[config.mk]
export PLATFORM = sky130hd
export DESIGN_NAME = fir_sample_feeder
export DESIGN_NICKNAME = d
export VERILOG_FILES = /design/src/rtl/fir_feeder_pkg.sv /design/src/rtl/fir_sample_ram.sv /design/src/rtl/fir_sample_feeder.sv
export SDC_FILE = /design/constraint.sdc
export NUM_CORES = 2
export LEC_CHECK = 0
export ABC_AREA = 1
export BUFFER_PORTS_ARGS = -buffer_cell sky130_fd_sc_hd__buf_2
export CORE_UTILIZATION = 40
export DETAILED_ROUTE_END_ITERATION = 10
export PLACE_DENSITY = 0.56
export SYNTH_ARGS = -nofsm -noshare
export SYNTH_HDL_FRONTEND = slang
export SYNTH_HIERARCHICAL = 1
export SYNTH_SLANG_ARGS = --single-unit
[constraint.sdc]
create_clock -name clk -period 5.4 [get_ports clk]
set_input_delay 1.08 -clock clk [delete_from_list [all_inputs] [get_ports clk]]
set_output_delay 1.08 -clock clk [all_outputs]
set_load 0.1 [all_outputs]
[src/rtl/fir_feeder_pkg.sv]
// Shared types and default parameter values for the FIR sample feeder.
package fir_feeder_pkg;

    localparam int DEF_WIDTH        = 16;
    localparam int DEF_OUT_WIDTH    = 38;
    localparam int DEF_DEPTH        = 64;
    localparam int DEF_SETUP_CYCLES = 5;
    localparam int DEF_TIMEOUT      = 255;

    typedef enum logic [2:0] {
        S_IDLE  = 3'd0,
        S_SETUP = 3'd1,
        S_PULSE = 3'd2,
        S_WAIT  = 3'd3,
        S_DONE  = 3'd4
    } feeder_state_t;

endpackage

[src/rtl/fir_sample_ram.sv]
// Sample store: synchronous write port, registered read port.
// The read register is cleared by reset because it directly drives the
// sample presented to the filter; the array itself keeps its contents.
module fir_sample_ram
    import fir_feeder_pkg::*;
#(
    parameter int  WIDTH  = DEF_WIDTH,
    parameter int  DEPTH  = DEF_DEPTH,
    localparam int ADDR_W = $clog2(DEPTH)
) (
    input  logic              clk,
    input  logic              rst,
    input  logic              we,
    input  logic [ADDR_W-1:0] waddr,
    input  logic [WIDTH-1:0]  wdata,
    input  logic              re,
    input  logic [ADDR_W-1:0] raddr,
    output logic [WIDTH-1:0]  rdata
);

    logic [WIDTH-1:0] mem [DEPTH];

    // Write port: store a sample when the write strobe is high.
    always_ff @(posedge clk) begin
        if (we) begin
            mem[waddr] <= wdata;
        end
    end

    // Read port: the output only changes when a read is requested, so it
    // holds the current sample steady for as long as the feeder needs it.
    always_ff @(posedge clk or negedge rst) begin
        if (!rst) begin
            rdata <= '0;
        end else if (re) begin
            rdata <= mem[raddr];
        end
    end

endmodule

[src/rtl/fir_sample_feeder.sv]
// Feeds stored samples one at a time to an external FIR filter, waits for
// each result (with a timeout) and reports the captured results.
module fir_sample_feeder
    import fir_feeder_pkg::*;
#(
    parameter int  WIDTH        = DEF_WIDTH,
    parameter int  OUT_WIDTH    = DEF_OUT_WIDTH,
    parameter int  DEPTH        = DEF_DEPTH,
    parameter int  SETUP_CYCLES = DEF_SETUP_CYCLES,
    parameter int  TIMEOUT      = DEF_TIMEOUT,
    localparam int ADDR_W       = $clog2(DEPTH)
) (
    input  logic                 clk,
    input  logic                 rst,
    input  logic                 load_we,
    input  logic [ADDR_W-1:0]    load_addr,
    input  logic [WIDTH-1:0]     load_data,
    input  logic [ADDR_W:0]      num_samples,
    input  logic                 start,
    output logic [WIDTH-1:0]     FIR_input,
    output logic                 input_valid,
    input  logic                 output_valid,
    input  logic [OUT_WIDTH-1:0] FIR_output,
    output logic [OUT_WIDTH-1:0] result_data,
    output logic [ADDR_W-1:0]    result_index,
    output logic                 result_valid,
    output logic                 busy,
    output logic                 done,
    output logic                 timeout_err
);

    localparam int SC_W = $clog2(SETUP_CYCLES + 1);
    localparam int WC_W = $clog2(TIMEOUT + 1);

    localparam logic [SC_W-1:0] SETUP_LAST = SC_W'(SETUP_CYCLES - 1);
    localparam logic [WC_W-1:0] WAIT_LAST  = WC_W'(TIMEOUT - 1);

    feeder_state_t     state;
    feeder_state_t     state_next;

    logic [ADDR_W:0]   count;
    logic [ADDR_W-1:0] index;
    logic [SC_W-1:0]   setup_cnt;
    logic [WC_W-1:0]   wait_cnt;
    logic              ov_prev;

    logic              start_run;
    logic              setup_last;
    logic              wait_last;
    logic              edge_seen;
    logic              last_sample;

    logic              rd_en;
    logic [ADDR_W-1:0] rd_addr;
    logic              ram_we;

    assign busy        = (state != S_IDLE);
    assign input_valid = (state == S_PULSE);
    assign start_run   = (state == S_IDLE) && start && (num_samples != '0);
    assign setup_last  = (setup_cnt == SETUP_LAST);
    assign wait_last   = (wait_cnt == WAIT_LAST);
    assign edge_seen   = (state == S_WAIT) && output_valid && !ov_prev;
    assign last_sample = ({1'b0, index} == (count - (ADDR_W + 1)'(1)));

    // Host writes are only accepted while no run is in progress.
    assign ram_we = load_we && !busy;

    fir_sample_ram #(
        .WIDTH (WIDTH),
        .DEPTH (DEPTH)
    ) u_ram (
        .clk   (clk),
        .rst   (rst),
        .we    (ram_we),
        .waddr (load_addr),
        .wdata (load_data),
        .re    (rd_en),
        .raddr (rd_addr),
        .rdata (FIR_input)
    );

    // Next-state decode; the RAM read is issued on the same edge that
    // enters SETUP so the new sample appears together with the state change.
    always_comb begin
        state_next = state;
        rd_en      = 1'b0;
        rd_addr    = '0;
        case (state)
            S_IDLE: begin
                if (start) begin
                    if (num_samples == '0) begin
                        state_next = S_DONE;
                    end else begin
                        state_next = S_SETUP;
                        rd_en      = 1'b1;
                        rd_addr    = '0;
                    end
                end
            end
            S_SETUP: begin
                if (setup_last) begin
                    state_next = S_PULSE;
                end
            end
            S_PULSE: begin
                state_next = S_WAIT;
            end
            S_WAIT: begin
                if (edge_seen) begin
                    if (last_sample) begin
                        state_next = S_DONE;
                    end else begin
                        state_next = S_SETUP;
                        rd_en      = 1'b1;
                        rd_addr    = index + ADDR_W'(1);
                    end
                end else if (wait_last) begin
                    state_next = S_DONE;
                end
            end
            S_DONE: begin
                state_next = S_IDLE;
            end
            default: begin
                state_next = S_IDLE;
            end
        endcase
    end

    // State register.
    always_ff @(posedge clk or negedge rst) begin
        if (!rst) begin
            state <= S_IDLE;
        end else begin
            state <= state_next;
        end
    end

    // Phase counters and output_valid history; counters restart on every
    // phase entry, and the history register makes a level already high on
    // WAIT entry look like "no edge".
    always_ff @(posedge clk or negedge rst) begin
        if (!rst) begin
            setup_cnt <= '0;
            wait_cnt  <= '0;
            ov_prev   <= 1'b0;
        end else begin
            ov_prev <= output_valid;
            if (state == S_SETUP && state_next == S_SETUP) begin
                setup_cnt <= setup_cnt + SC_W'(1);
            end else begin
                setup_cnt <= '0;
            end
            if (state == S_WAIT && state_next == S_WAIT) begin
                wait_cnt <= wait_cnt + WC_W'(1);
            end else begin
                wait_cnt <= '0;
            end
        end
    end

    // Run bookkeeping: latch the sample count at start and step the index
    // after each capture, never past the last sample of the run.
    always_ff @(posedge clk or negedge rst) begin
        if (!rst) begin
            count <= '0;
            index <= '0;
        end else if (start_run) begin
            count <= num_samples;
            index <= '0;
        end else if (edge_seen && !last_sample) begin
            index <= index + ADDR_W'(1);
        end
    end

    // Result capture, sticky timeout flag and the end-of-run pulse; an edge
    // arriving in the final WAIT cycle takes priority over the timeout.
    always_ff @(posedge clk or negedge rst) begin
        if (!rst) begin
            result_data  <= '0;
            result_index <= '0;
            result_valid <= 1'b0;
            timeout_err  <= 1'b0;
            done         <= 1'b0;
        end else begin
            result_valid <= 1'b0;
            done         <= (state == S_DONE);
            if (start_run) begin
                timeout_err <= 1'b0;
            end
            if (edge_seen) begin
                result_data  <= FIR_output;
                result_index <= index;
                result_valid <= 1'b1;
            end else if (state == S_WAIT && wait_last) begin
                timeout_err <= 1'b1;
            end
        end
    end

endmodule

Word-level counts from Yosys, hierarchy flattened
Memories as Yosys holds them, arrays and structs flattened. A register that Yosys moved wholly into a read port is not among the register bits.
Cells that the tools add are included.

word-level totals
  flip-flop bits (word level) = 75
  RAM bits = 1024
  memories = 1

memory list
  name       words  width  read ports  clocked after memory_dff  write ports  RTL line              text
  u_ram.mem  64     16     1           1                         1            fir_sample_ram.sv:21  logic [WIDTH-1:0] mem [DEPTH];

cells by class
  add/sub/neg operators = 4
  eq/ne operators = 9
  multiplexer cells = 25
  reductions and logical operators = 18

operator list
  cell                 number
  $mux 6               5
  $mux 3               7
  $pmux 3 s4           1
  $mux 1               10
  $eq 3x2->1 const B   3
  $logic_and 1x1->1    9
  $add 8x1->8 const B  1
  $eq 8x8->1 const B   1
  $mux 8               1
  $eq 6x7->1           1
  $logic_not 7->1      1
  $reduce_bool 7->1    1
  $sub 7x1->7 const B  1
  $add 6x1->6 const B  1
  $eq 3x1->1 const B   2
  $eq 3x3->1 const B   2
  $logic_not 1->1      4
  $add 3x1->3 const B  1
  $logic_not 3->1      1
  $reduce_bool 3->1    1
  $pmux 1 s2           1
  $reduce_bool 2->1    1

Depth between registers and ports, before layout
  depth after elaboration = 8
  gate-level depth with buffers = 26

Cells and area by module
Netlist, hierarchy kept.

by module, submodules not included
  module             times used  cells each  area each (um^2)  sequential area each (um^2)
  fir_sample_ram     1           3505        42279.3           31149.9
  fir_sample_feeder  1           410         3377.0            1876.8

Worst setup path after synthesis
Ideal clock, no wire load.

  kind = reg-to-reg
  start = register state[0]
  end = memory u_ram/mem[48][0] (netlist name), enable pin
  library setup time = 0.431 ns
  arrival time = 3.387 ns
  data required time = 4.969 ns
  path slack = 1.583 ns
  cell stages (with the launch flop) = 7
  buffers on the path = 1
  clock period less this slack = 3.817 ns
  path through = dfrtp_1 > nor3_2 > inv_1 > nor2_1 > clkbuf_1 > nand4_1 > nor4_1

on the way
  word-level cells in the longest chain between the ends = 5

RTL lines
  item                          RTL line                  text
  from (decl)                   fir_sample_feeder.sv:38   feeder_state_t state;
  from (signal assigned)        fir_sample_feeder.sv:135  state <= state_next;
  $reduce_bool 3->1             fir_sample_feeder.sv:57   assign busy = (state != S_IDLE);
  via busy                      fir_sample_feeder.sv:27   output logic busy,
  $logic_not 1->1               fir_sample_feeder.sv:66   assign ram_we = load_we && !busy;
  $logic_and 1x1->1             fir_sample_feeder.sv:66
  via ram_we                    fir_sample_feeder.sv:55   logic ram_we;
  $mux 1                        fir_sample_ram.sv:25      if (we) begin
  $mux 1 (implied by the code)  fir_sample_ram.sv:26      mem[waddr] <= wdata;
  to (decl)                     fir_sample_ram.sv:21

The timed path passes the listed nets, and every way through them passes these cells.

Worst setup path after layout
  start = register count[0]
  end = register u_ram.rdata[5] (read register of u_ram.mem)

on the way
  word-level cells in the longest chain between the ends = 5
  elaborated cells on any way between the ends = 8

RTL lines
  item                    RTL line                  text
  from (decl)             fir_sample_feeder.sv:41   logic [ADDR_W:0] count;
  from (signal assigned)  fir_sample_feeder.sv:169  count <= num_samples;
  $sub 7x1->7             fir_sample_feeder.sv:63   assign last_sample = ({1'b0, index} == (count - (ADDR_W + 1)'(1)));
  $eq 6x7->1              fir_sample_feeder.sv:63
  $mux 6                  fir_sample_feeder.sv:110  if (last_sample) begin
  $mux 6                  fir_sample_feeder.sv:109  if (edge_seen) begin
  $mux 6                  n/a
  via rd_addr[2]          fir_sample_feeder.sv:54   logic [ADDR_W-1:0] rd_addr;
  to (decl)               fir_sample_ram.sv:18      output logic [WIDTH-1:0] rdata

The timed path passes the listed nets, and every way through them passes these cells.
A chain may end at the register's enable or synchronous reset.

==> results by group <==
Die
  – CORE AREA: roughly 110,000 um2
  – Die Wd: 340 um
  – Die Height: around 340 um
  – Row count: 123
  – I/O pin count: around 140
  – Starting density of the core: 40.5%
  – Die area: approximately 120,000 um2

Placement
  – Input/output buffers: approximately 140
  – Area after DPL: 47,700 um2
  – Placed wire-length estimate: approximately 68,000 um
  – GP Congestion: slightly above 0.8

Timing
  – Setup Skew: approximately 0.022 ns
  – Slew Limit Fails: 0
  – Period utilisation layout: slightly below 80%
  – Tmin final: approximately 4.2 ns
  – Worst rel slew slack: 19.6%
  – Setup TNS: 0 ns
  – Final setup fails: 0
  – RSZ-0062 raised after global routing: no
  – Fmax: 239 MHz
  – Worst-Margin Slew: 1.20 ns
  – Final Hold Viols: 0

Pwr
  – Power share of the combinational group: 16.7%
  – Net Sw Frac: 30.2%
  – PwrDens: roughly 410 nW/um2
  – Worst vdd ir: roughly 260 uV
  – Int Power: 14.7 mW
  – Pwr Total: about 21 mW
  – P_sw: between 6 and 7 mW
  – Leak Pwr: approximately 19 nW
  – Sequential power share: between 40% and 50%
  – Share of total power in the clock network: 36.1%

Yosys
  – Mapped Nets: 3,993
  – Synth Flop Type: edfxtp_1
  – Synth Area in Compound Gates: less than 1%
  – Mapped Avg Cell Area: between 10 and 15 um2
  – EDFF count, synth: ~1,000
  – Simple-Gate Fraction of Synth Area: 23.3%
  – Synth async-reset ratio: around 8.2%
  – Synth Area in Adders: less than 1%
  – Post-Syn Area: about 46,000 um2
  – Seq/Total Area, Yosys: between 70% and 80%
  – Largest family of logic cells by synthesized area: simple AND/OR/NAND/NOR gates
  – Ys Warns: 6
  – Mux cell area share after synthesis: 0%
  – Gate Count Post-Synth: about 4,000
  – Post-synthesis xor/xnor area fraction: less than 1%
  – FF+latch count, synth: between 1,000 and 1,500
  – Cell variety after synth: 29

Worst setup path
  – Crit. End Element: flop
  – R2R setup slack: roughly 1.2 ns
  – Startpoint types: flop
  – CP Data Required Time: 6.03 ns
  – Critical path arrival: between 4 and 5 ns
  – Worst-path maximum fanout: 70
  – Setup CP Type: flop to flop

Clock network
  – H-tree depth: 3
  – Post CTS Setup Buffer Count: 0
  – CTS tree: done
  – Clock Sink Count: 1,115
  – Reg clk slew, reported paths: approximately 0.06 ns
  – TritonCTS Buffers: ~110
  – Clock insertion delay at the later pin of the skew report: 0.69 ns
  – Post-CTS resize count: 0
  – Post-CTS Hold Fix Bufs: 0
  – Clock tree buffer depth: 3
  – Clock root buffer: clkbuf_16

Global routing
  – Initial antenna violation count: 9
  – Number of global-route vias before repair: between 20,000 and 30,000
  – Total GRT Usage: a little over a fifth
  – Remaining global-route overflow: 0
  – Largest net degree at the start of global routing: 164
  – First-pass GRT wire length: about 190,000 um

Final layout
  – Final core utilization: a little under half
  – Share of cells above drive strength 1: about a tenth
  – Area delta synth->final: 12.4%
  – Finished Cell Area: about 50,000 um2
  – Fin nets: around 4,100

Route
  – Wirelength per Cell: around 22 um
  – Initial DRC Count: ~3,000
  – DR vias/cell: roughly 5.3
  – Total Wirelength: roughly 130,000 um
  – Drt pass-1 iters: 5
  – Post-route ant nets: 0
  – DR vias: between 20,000 and 30,000
  – Post-route DRC: 0

Status
  – Outcome: completed

Run
  – # Max-Cap Violations: 0

Min path
  – Hold Path Class: primary input to async pin
[layer usage]
layer	up-vias	GRT usage [%]	share of wire, %
li1	14000	-	-
met1	14600	31.1	44
met2	1122	32.7	45
met3	203	4.22	7.9
met4	10	6.36	2.8
met5	-	0	0.044
[power by group through the flow]
| stage | clock [mW] | combinational (mW) | sequential, mW |
|---|---|---|---|
| floorplan | 0 | 1.22 | 11.5 |
| global placement | 0 | 3.51 | 10.1 |
| detailed placement | 0 | 3.53 | 10.1 |
| CTS | 7.72 | 3.53 | 9.92 |
| global route | 8.04 | 3.75 | 9.94 |
| finish | 7.60 | 3.51 | 9.92 |
[final timing paths]
check                      cells after the start              to          from
setup / recovery                              22  u_ram/rdata[5]      count[0]
hold / removal                                 1  result_data[0]           rst
setup reg to reg                              22  u_ram/rdata[5]      count[0]
hold reg to reg                                1    setup_cnt[0]  setup_cnt[0]
max in group asynchronous                      2  u_ram/rdata[6]           rst
min in group clk                               1    setup_cnt[0]  setup_cnt[0]
[through the flow]
stage	cells	setup slack, ns	hold slack, ns
global placement	5430	1.14	0.446
CTS	5638	1.20	0.470
floorplan	3915	1.58	0.430
global route	5640	0.851	0.489
detailed placement	5430	1.14	0.459
finish	5641	1.21	0.463
[synthesized netlist by cell type (6+ instances only)]
cell	n	area [um2]
buf_1	16	60.1
buf_2	107	536
buf_4	23	173
buf_6	61	687
clkbuf_1	32	120
dfrtp_1	91	2280
edfxtp_1	1024	30700
ha_1	6	75.1
inv_1	46	173
nand2_1	1401	5260
nand3_1	958	4790
nand4_1	13	81.3
nor2_1	86	323
nor4_1	8	50.1
o21ai_0	11	55.1
[layout make-up]
type,instances,area (um2)
diodes,3,7.51
clock buffers,157,3140
clock inverters,51,420
fillers,10300,61500
inverters,51,235
multi-input cells,2509,10900
flip-flops and latches,1115,33000
well taps,1500,1880
repair buffers,255,1690
[registers in the layout (all words and copies together) (netlist names), 3 cells and up]
| register | flops |
|---|---|
| state | 3 |
| result_index | 6 |
| count | 7 |
| u_ram/rdata | 16 |
| index | 6 |
| setup_cnt | 3 |
| wait_cnt | 8 |
| result_data | 38 |
| u_ram/mem | 1024 |
[cell usage in the layout (no fill, tap or decap), types with 2 or more instances in the layout]
| master | count |
|---|---|
| nor3_1 | 3 |
| a21oi_1 | 2 |
| nor3b_1 | 4 |
| nand3_1 | 958 |
| nor3_2 | 2 |
| clkinv_1 | 24 |
| buf_2 | 135 |
| dfrtp_1 | 91 |
| nand2_1 | 1401 |
| nor2_2 | 8 |
| buf_12 | 9 |
| inv_6 | 4 |
| clkinvlp_4 | 2 |
| edfxtp_1 | 1024 |
| inv_8 | 3 |
| buf_4 | 111 |
| inv_4 | 2 |
| nand2_2 | 2 |
| nand4_1 | 13 |
| ha_1 | 6 |
| o21ai_0 | 11 |
| diode_2 | 3 |
| xor2_1 | 5 |
| clkinv_2 | 14 |
| clkbuf_16 | 117 |
| nor4_2 | 8 |
| nor2_1 | 78 |
| clkbuf_8 | 6 |
| clkbuf_1 | 34 |
| bufinv_16 | 7 |
| inv_2 | 4 |
| inv_1 | 41 |
| nand3b_1 | 4 |
[kinds of logic (layout without fill, tap and decap cells)]
kind of cell | after synthesis | count (layout)
fa+ha+maj | 6 | 6
flops | 1115 | 1115
simple gates | 2483 | 2483
other cells | 0 | 3
buf+inv | 291 | 514
compound gates | 14 | 14
xor+xnor | 6 | 6
[worst max-delay path: stages (launching register included)]
cell	delay (ns)
dfrtp_1	0.40
inv_1	0.13
ha_1	0.21
inv_1	0.07
nor3_2	0.16
nand2_1	0.07
nand2_1	0.06
nand2_1	0.05
nor2_1	0.15
nand2_2	0.15
nand3_1	0.17
inv_4	0.06
inv_4	0.65
buf_4	0.64
buf_4	0.41
nand3_1	0.13
nand3_1	0.10
nand2_1	0.06
nand2_1	0.05
nand3_1	0.07
nand2_1	0.09
nand2_1	0.05
nand2_1	0.07
Power figures use the tool's default switching activity.
